## src/rtl/nco_phase_bank.sv

```systemverilog
// nco_phase_bank: NCH-channel NCO phase accumulators with double-buffered FTW/POFF and an atomic commit.
// Define NCO_DITHER_EN to add a shared 16-bit LFSR dither on the output truncation path.
module nco_phase_bank #(
    parameter int NCH      = 4,
    parameter int ACC_W    = 28,
    parameter int FTW_W    = 28,
    parameter int PHASE_W  = 8,
    parameter int DITHER_W = 4,
    localparam int CH_W    = (NCH > 1) ? $clog2(NCH) : 1
) (
    input  logic                     clk,
    input  logic                     clrn,
    input  logic                     en,
    input  logic                     sync,
    input  logic                     wr_en,
    input  logic [CH_W-1:0]          wr_ch,
    input  logic                     wr_sel,
    input  logic [FTW_W-1:0]         wr_data,
    input  logic                     commit,
    output logic [NCH*PHASE_W-1:0]   phase_out,
    output logic                     phase_vld,
    output logic [NCH-1:0]           wrap
);
    if (FTW_W > ACC_W || PHASE_W > ACC_W || DITHER_W > ACC_W - PHASE_W) begin : g_bad_cfg
        $error("nco_phase_bank: illegal width configuration");
    end

    logic [FTW_W-1:0]       ftw_sh_q [NCH], ftw_sh_d [NCH], ftw_q [NCH], ftw_d [NCH];
    logic [PHASE_W-1:0]     poff_sh_q [NCH], poff_sh_d [NCH], poff_q [NCH], poff_d [NCH];
    logic [ACC_W-1:0]       acc_q [NCH], acc_d [NCH], out_acc [NCH];
    logic [ACC_W:0]         sum [NCH];
    logic [NCH-1:0]         carry_q, carry_d, wrap_q, wrap_d;
    logic [NCH*PHASE_W-1:0] phase_out_q, phase_out_d;
    logic                   vld_q, vld_d, phase_vld_q, phase_vld_d;
    logic [ACC_W-1:0]       dith;

`ifdef NCO_DITHER_EN
    logic [15:0] lfsr_q, lfsr_d;
    // Fibonacci taps 16,14,13,11; advances only on en edges
    always_comb begin
        lfsr_d = en ? {lfsr_q[14:0], lfsr_q[15] ^ lfsr_q[13] ^ lfsr_q[12] ^ lfsr_q[10]} : lfsr_q;
        dith   = ACC_W'(lfsr_q[DITHER_W-1:0]);
    end
    always_ff @(posedge clk or negedge clrn) begin
        if (!clrn) lfsr_q <= 16'hACE1;
        else       lfsr_q <= lfsr_d;
    end
`else
    assign dith = '0;
`endif

    always_comb begin
        for (int i = 0; i < NCH; i++) begin
            ftw_sh_d[i]  = (wr_en && !wr_sel && 32'(wr_ch) == i) ? wr_data : ftw_sh_q[i];
            poff_sh_d[i] = (wr_en && wr_sel && 32'(wr_ch) == i) ? wr_data[PHASE_W-1:0] : poff_sh_q[i];
            ftw_d[i]     = commit ? ftw_sh_q[i] : ftw_q[i];
            poff_d[i]    = commit ? poff_sh_q[i] : poff_q[i];
            sum[i]       = (ACC_W+1)'(acc_q[i]) + (ACC_W+1)'(ftw_q[i]);
            acc_d[i]     = sync ? '0 : en ? sum[i][ACC_W-1:0] : acc_q[i];
            carry_d[i]   = en && !sync && sum[i][ACC_W];
            // dither only touches the output path, never the accumulator
            out_acc[i]   = acc_q[i] + dith;
            phase_out_d[i*PHASE_W +: PHASE_W] = out_acc[i][ACC_W-1 -: PHASE_W] + poff_q[i];
        end
        vld_d       = en && !sync;
        phase_vld_d = vld_q;
        wrap_d      = carry_q;
    end

    always_ff @(posedge clk or negedge clrn) begin
        if (!clrn) begin
            ftw_sh_q    <= '{default: '0};
            ftw_q       <= '{default: '0};
            poff_sh_q   <= '{default: '0};
            poff_q      <= '{default: '0};
            acc_q       <= '{default: '0};
            carry_q     <= '0;
            wrap_q      <= '0;
            vld_q       <= 1'b0;
            phase_vld_q <= 1'b0;
            phase_out_q <= '0;
        end else begin
            ftw_sh_q    <= ftw_sh_d;
            ftw_q       <= ftw_d;
            poff_sh_q   <= poff_sh_d;
            poff_q      <= poff_d;
            acc_q       <= acc_d;
            carry_q     <= carry_d;
            wrap_q      <= wrap_d;
            vld_q       <= vld_d;
            phase_vld_q <= phase_vld_d;
            phase_out_q <= phase_out_d;
        end
    end

    assign phase_out = phase_out_q;
    assign phase_vld = phase_vld_q;
    assign wrap      = wrap_q;
endmodule

```

## config.mk

```make
export PLATFORM = sky130hd
export DESIGN_NAME = nco_phase_bank
export DESIGN_NICKNAME = d
export VERILOG_FILES = /design/src/rtl/nco_phase_bank.sv
export SDC_FILE = /design/constraint.sdc
export NUM_CORES = 1
export LEC_CHECK = 0
export CAP_MARGIN = 20
export CORE_ASPECT_RATIO = 1.2
export CORE_UTILIZATION = 50
export DETAILED_ROUTE_END_ITERATION = 10
export GPL_TIMING_DRIVEN = 0
export PLACE_DENSITY_LB_ADDON = 0.12
export SYNTH_ARGS = -nofsm -noshare
export SYNTH_HDL_FRONTEND = slang
export SYNTH_SLANG_ARGS = --single-unit
```

## constraint.sdc

```tcl
create_clock -name clk -period 4.4 [get_ports clk]
set_clock_uncertainty 0.1 [all_clocks]
set_input_delay 0.88 -clock clk [delete_from_list [all_inputs] [get_ports clk]]
set_output_delay 0.88 -clock clk [all_outputs]
set_load 0.02 [all_outputs]
```

==> results.yml <==
drt:
  post_drt_via_cell_ratio: 5.806
  wirelength_um: 60170
  antenna_left: 0
  drtIter0Drc: 996
  wire_per_inst_um: 21.68
  route.detailed.drc: 0
  first_pass_iters: 5
  vias: 16110
synthesis:
  netlist_area_um2: 22900
  syn_nets: 2189
  synth_seq_area_share_pct: 48.30
  synth_top_area_share_pct: 48.30
  synth_top_area_cell: "dfrtp_1"
  synthesis.yosys.warnings: 0
  ys.flop_type: "dfrtp_1"
  synth-edff-count: 0
  synthTopCellsByArea: "dfrtp_1, mux2_2, ha_1"
  synth-async-reset-ratio_pct: 100.0
  ys_ff_latch: 442
  synthCells: 2004
  syn_avg_cell_area_um2: 11.43
  synth.distinct_cells: 73
layout:
  drive_gt1_share_pct: 17.74
  fin_nets: 2313
  fin_area_um2: 26150
  syn2layout_area_growth_pct: 14.19
sta:
  tightestPinTransition_ps: 1158
  rsz0062_at_grt: "no"
  finalCritPeriodShare_pct: 89.66
  max_slew_margin_pct: 22.81
  setup_violations: 0
  fmax_mhz: 253.5
  slew_violations: 0
  setup-tns-final_ps: 0
  hold_violations: 0
  fin_crit_ps: 3945
clock_network:
  htreeDepth: 2
  cts_buffer_depth: 3
  cts_num_sinks: 442
  cts_resized: 0
  clk_latency_ps: 580
  clk_pin_slew_ps: 60
  cts_tree: "built"
  cts_made_buffers: 47
  cts.hold.buffers_added: 0
  postCtsSetupRepairBufs: 0
  cts_root_buf: "clkbuf_16"
worst_setup_path:
  timing.rr.end: "acc_q[52]$_DFFE_PN0P_"
  critPathKind: "in -> reg"
  required_ps: 4700
  endpoint_kind: "flop"
  r2r_setup_slack_ps: 710
  r2r-start: "ftw_q[28]$_DFFE_PN0P_"
  path_max_fanout: 10
  critPathArrivalTime_ps: 4240
  critical_path.startpoint_type: "input port"
  reg2regPathDepth: 10
power:
  irDropWorstVdd_v: 0.0002944
  p_leak_nw: 12.08
  power_mw: 16.18
  power_density_nw_per_um2: 618.7
global_route:
  overflow: 0
  first_global_vias: 16260
  grtUsageTotal_pct: 26.62
  grt_pass1_wl_um: 94430
  grt_max_degree: 122
  grt_antenna_before_repair: 4
floorplanning:
  die_w_um: 197.4
  start_util_pct: 50.91
  pin_count: 74
  core_area_um2: 44990
  die-area_um2: 46670
  num_rows: 85
  die_h_um: 236.4
run:
  drv_cap: 0
placement:
  place.gp.congestion: 0.9262
  placed_area_um2: 24490
  io_buffers: 68
  dp_hpwl_um: 42720
status:
  status: "finished clean"
min_path:
  min_path_type: "in -> async"
==> where the power goes <==
part	total [mW]	switching [mW]	internal, mW	leakage [nW]
logic	6.13	3.31	2.82	5.80
registers	5.83	0.652	5.18	5.47
clock network	4.22	1.66	2.56	0.810
==> critical path, stage by stage <==
cell	delay [ps]
clkdlybuf4s50_1	540
clkbuf_1	510
clkbuf_1	670
buf_1	670
buf_1	840
a21oi_1	110
==> flip-flops by register name (all words and copies together), names as in the netlist <==
register,flops
poff_sh_q,32
poff_q,32
wrap,4
acc_q,112
carry_q,4
phase_out,32
ftw_sh_q,112
ftw_q,112
phase_vld,1
phase_vld_d,1
==> stage by stage <==
step           utilization, %  setup WS (ps)  instances  hold slack [ps]
5_1_grt                 58.13          430.2       2774            253.0
3_5_place_dp            54.45         -76.19       2688            234.7
2_1_floorplan               -           1305       2004            231.2
4_1_cts                 58.13          553.2       2774            236.6
3_3_place_gp            54.11         -16850       2681            234.7
6_report                58.13          455.0       2775            207.4
==> cells in the final DEF, fill, tap and decap left out, drive strengths merged, types with 13 or more instances in the layout <==
| cell type | Yosys | final |
|---|---|---|
| nor2b | 20 | 20 |
| nand3 | 26 | 26 |
| nor2 | 146 | 146 |
| mux2i | 43 | 43 |
| nand4 | 18 | 18 |
| xor2 | 26 | 26 |
| nor3 | 31 | 31 |
| mux2 | 284 | 284 |
| o21ai | 75 | 75 |
| dfrtp | 442 | 442 |
| or3 | 13 | 13 |
| o21bai | 30 | 30 |
| ha | 140 | 140 |
| xnor2 | 61 | 61 |
| nand2 | 82 | 82 |
| a211oi | 48 | 48 |
| o21a | 24 | 24 |
| a21o | 72 | 72 |
| a21oi | 119 | 119 |
| buf | 20 | 28 |
| clkdlybuf4s50 | 0 | 67 |
| inv | 64 | 64 |
| clkbuf | 54 | 121 |
==> layer usage <==
metal	part of all wire [%]	vias up	track usage (%)
met4	4.0	2	10.64
met1	44	8022	35.29
met5	0.022	-	0
met2	47	404	43.26
li1	-	7571	-
met3	5.1	114	4.532
==> layout make-up <==
type / count / area, um2
clock buffers: 67 / 1394
repair buffers: 75 / 827.0
fillers: 3804 / 18840
multi-input cells: 1423 / 11320
flip-flops and latches: 442 / 11060
inverters: 65 / 244.0
plain buffers: 74 / 277.8
clock inverters: 19 / 260.3
well taps: 609 / 762.0
diodes: 1 / 2.502
==> how the worst max path moves through the flow <==
stage	startpoint	end	slack [ps]
6_report	sync	acc_q[67]$_DFFE_PN0P_	450
5_1_grt	ftw_q[28]$_DFFE_PN0P_	acc_q[52]$_DFFE_PN0P_	430
4_1_cts	sync	acc_q[86]$_DFFE_PN0P_	550
3_5_place_dp	sync	acc_q[86]$_DFFE_PN0P_	-80
3_3_place_gp	clrn	acc_q[35]$_DFFE_PN0P_	-16850
2_1_floorplan	ftw_q[56]$_DFFE_PN0P_	acc_q[82]$_DFFE_PN0P_	1310
==> Yosys cell counts, types with 11 or more instances <==
| cell type | count |
|---|---|
| a21o_1 | 71 |
| nor2_1 | 146 |
| xnor2_1 | 61 |
| o21a_1 | 23 |
| mux2_2 | 284 |
| nand3_1 | 26 |
| and3_1 | 11 |
| clkbuf_1 | 54 |
| nand4_1 | 18 |
| ha_1 | 140 |
| or3_1 | 13 |
| dfrtp_1 | 442 |
| o21ai_0 | 68 |
| nor2b_1 | 20 |
| mux2i_1 | 43 |
| a211oi_1 | 47 |
| o21bai_1 | 30 |
| inv_1 | 64 |
| nor3_1 | 31 |
| nand2_1 | 82 |
| xor2_1 | 26 |
| buf_1 | 20 |
| a21oi_1 | 119 |
==> logic make-up after synthesis <==
group | after synthesis | synth area share [%]
AO/OA/AOI/OAI | 469 | 13.81
flip-flops | 442 | 48.30
AND/OR/NAND/NOR | 392 | 8.092
multiplexers | 327 | 15.84
adder cells (fa/ha/maj) | 148 | 8.348
buffers and inverters | 139 | 2.278
XOR/XNOR | 87 | 3.327
(Power assumes the default switching activity.)
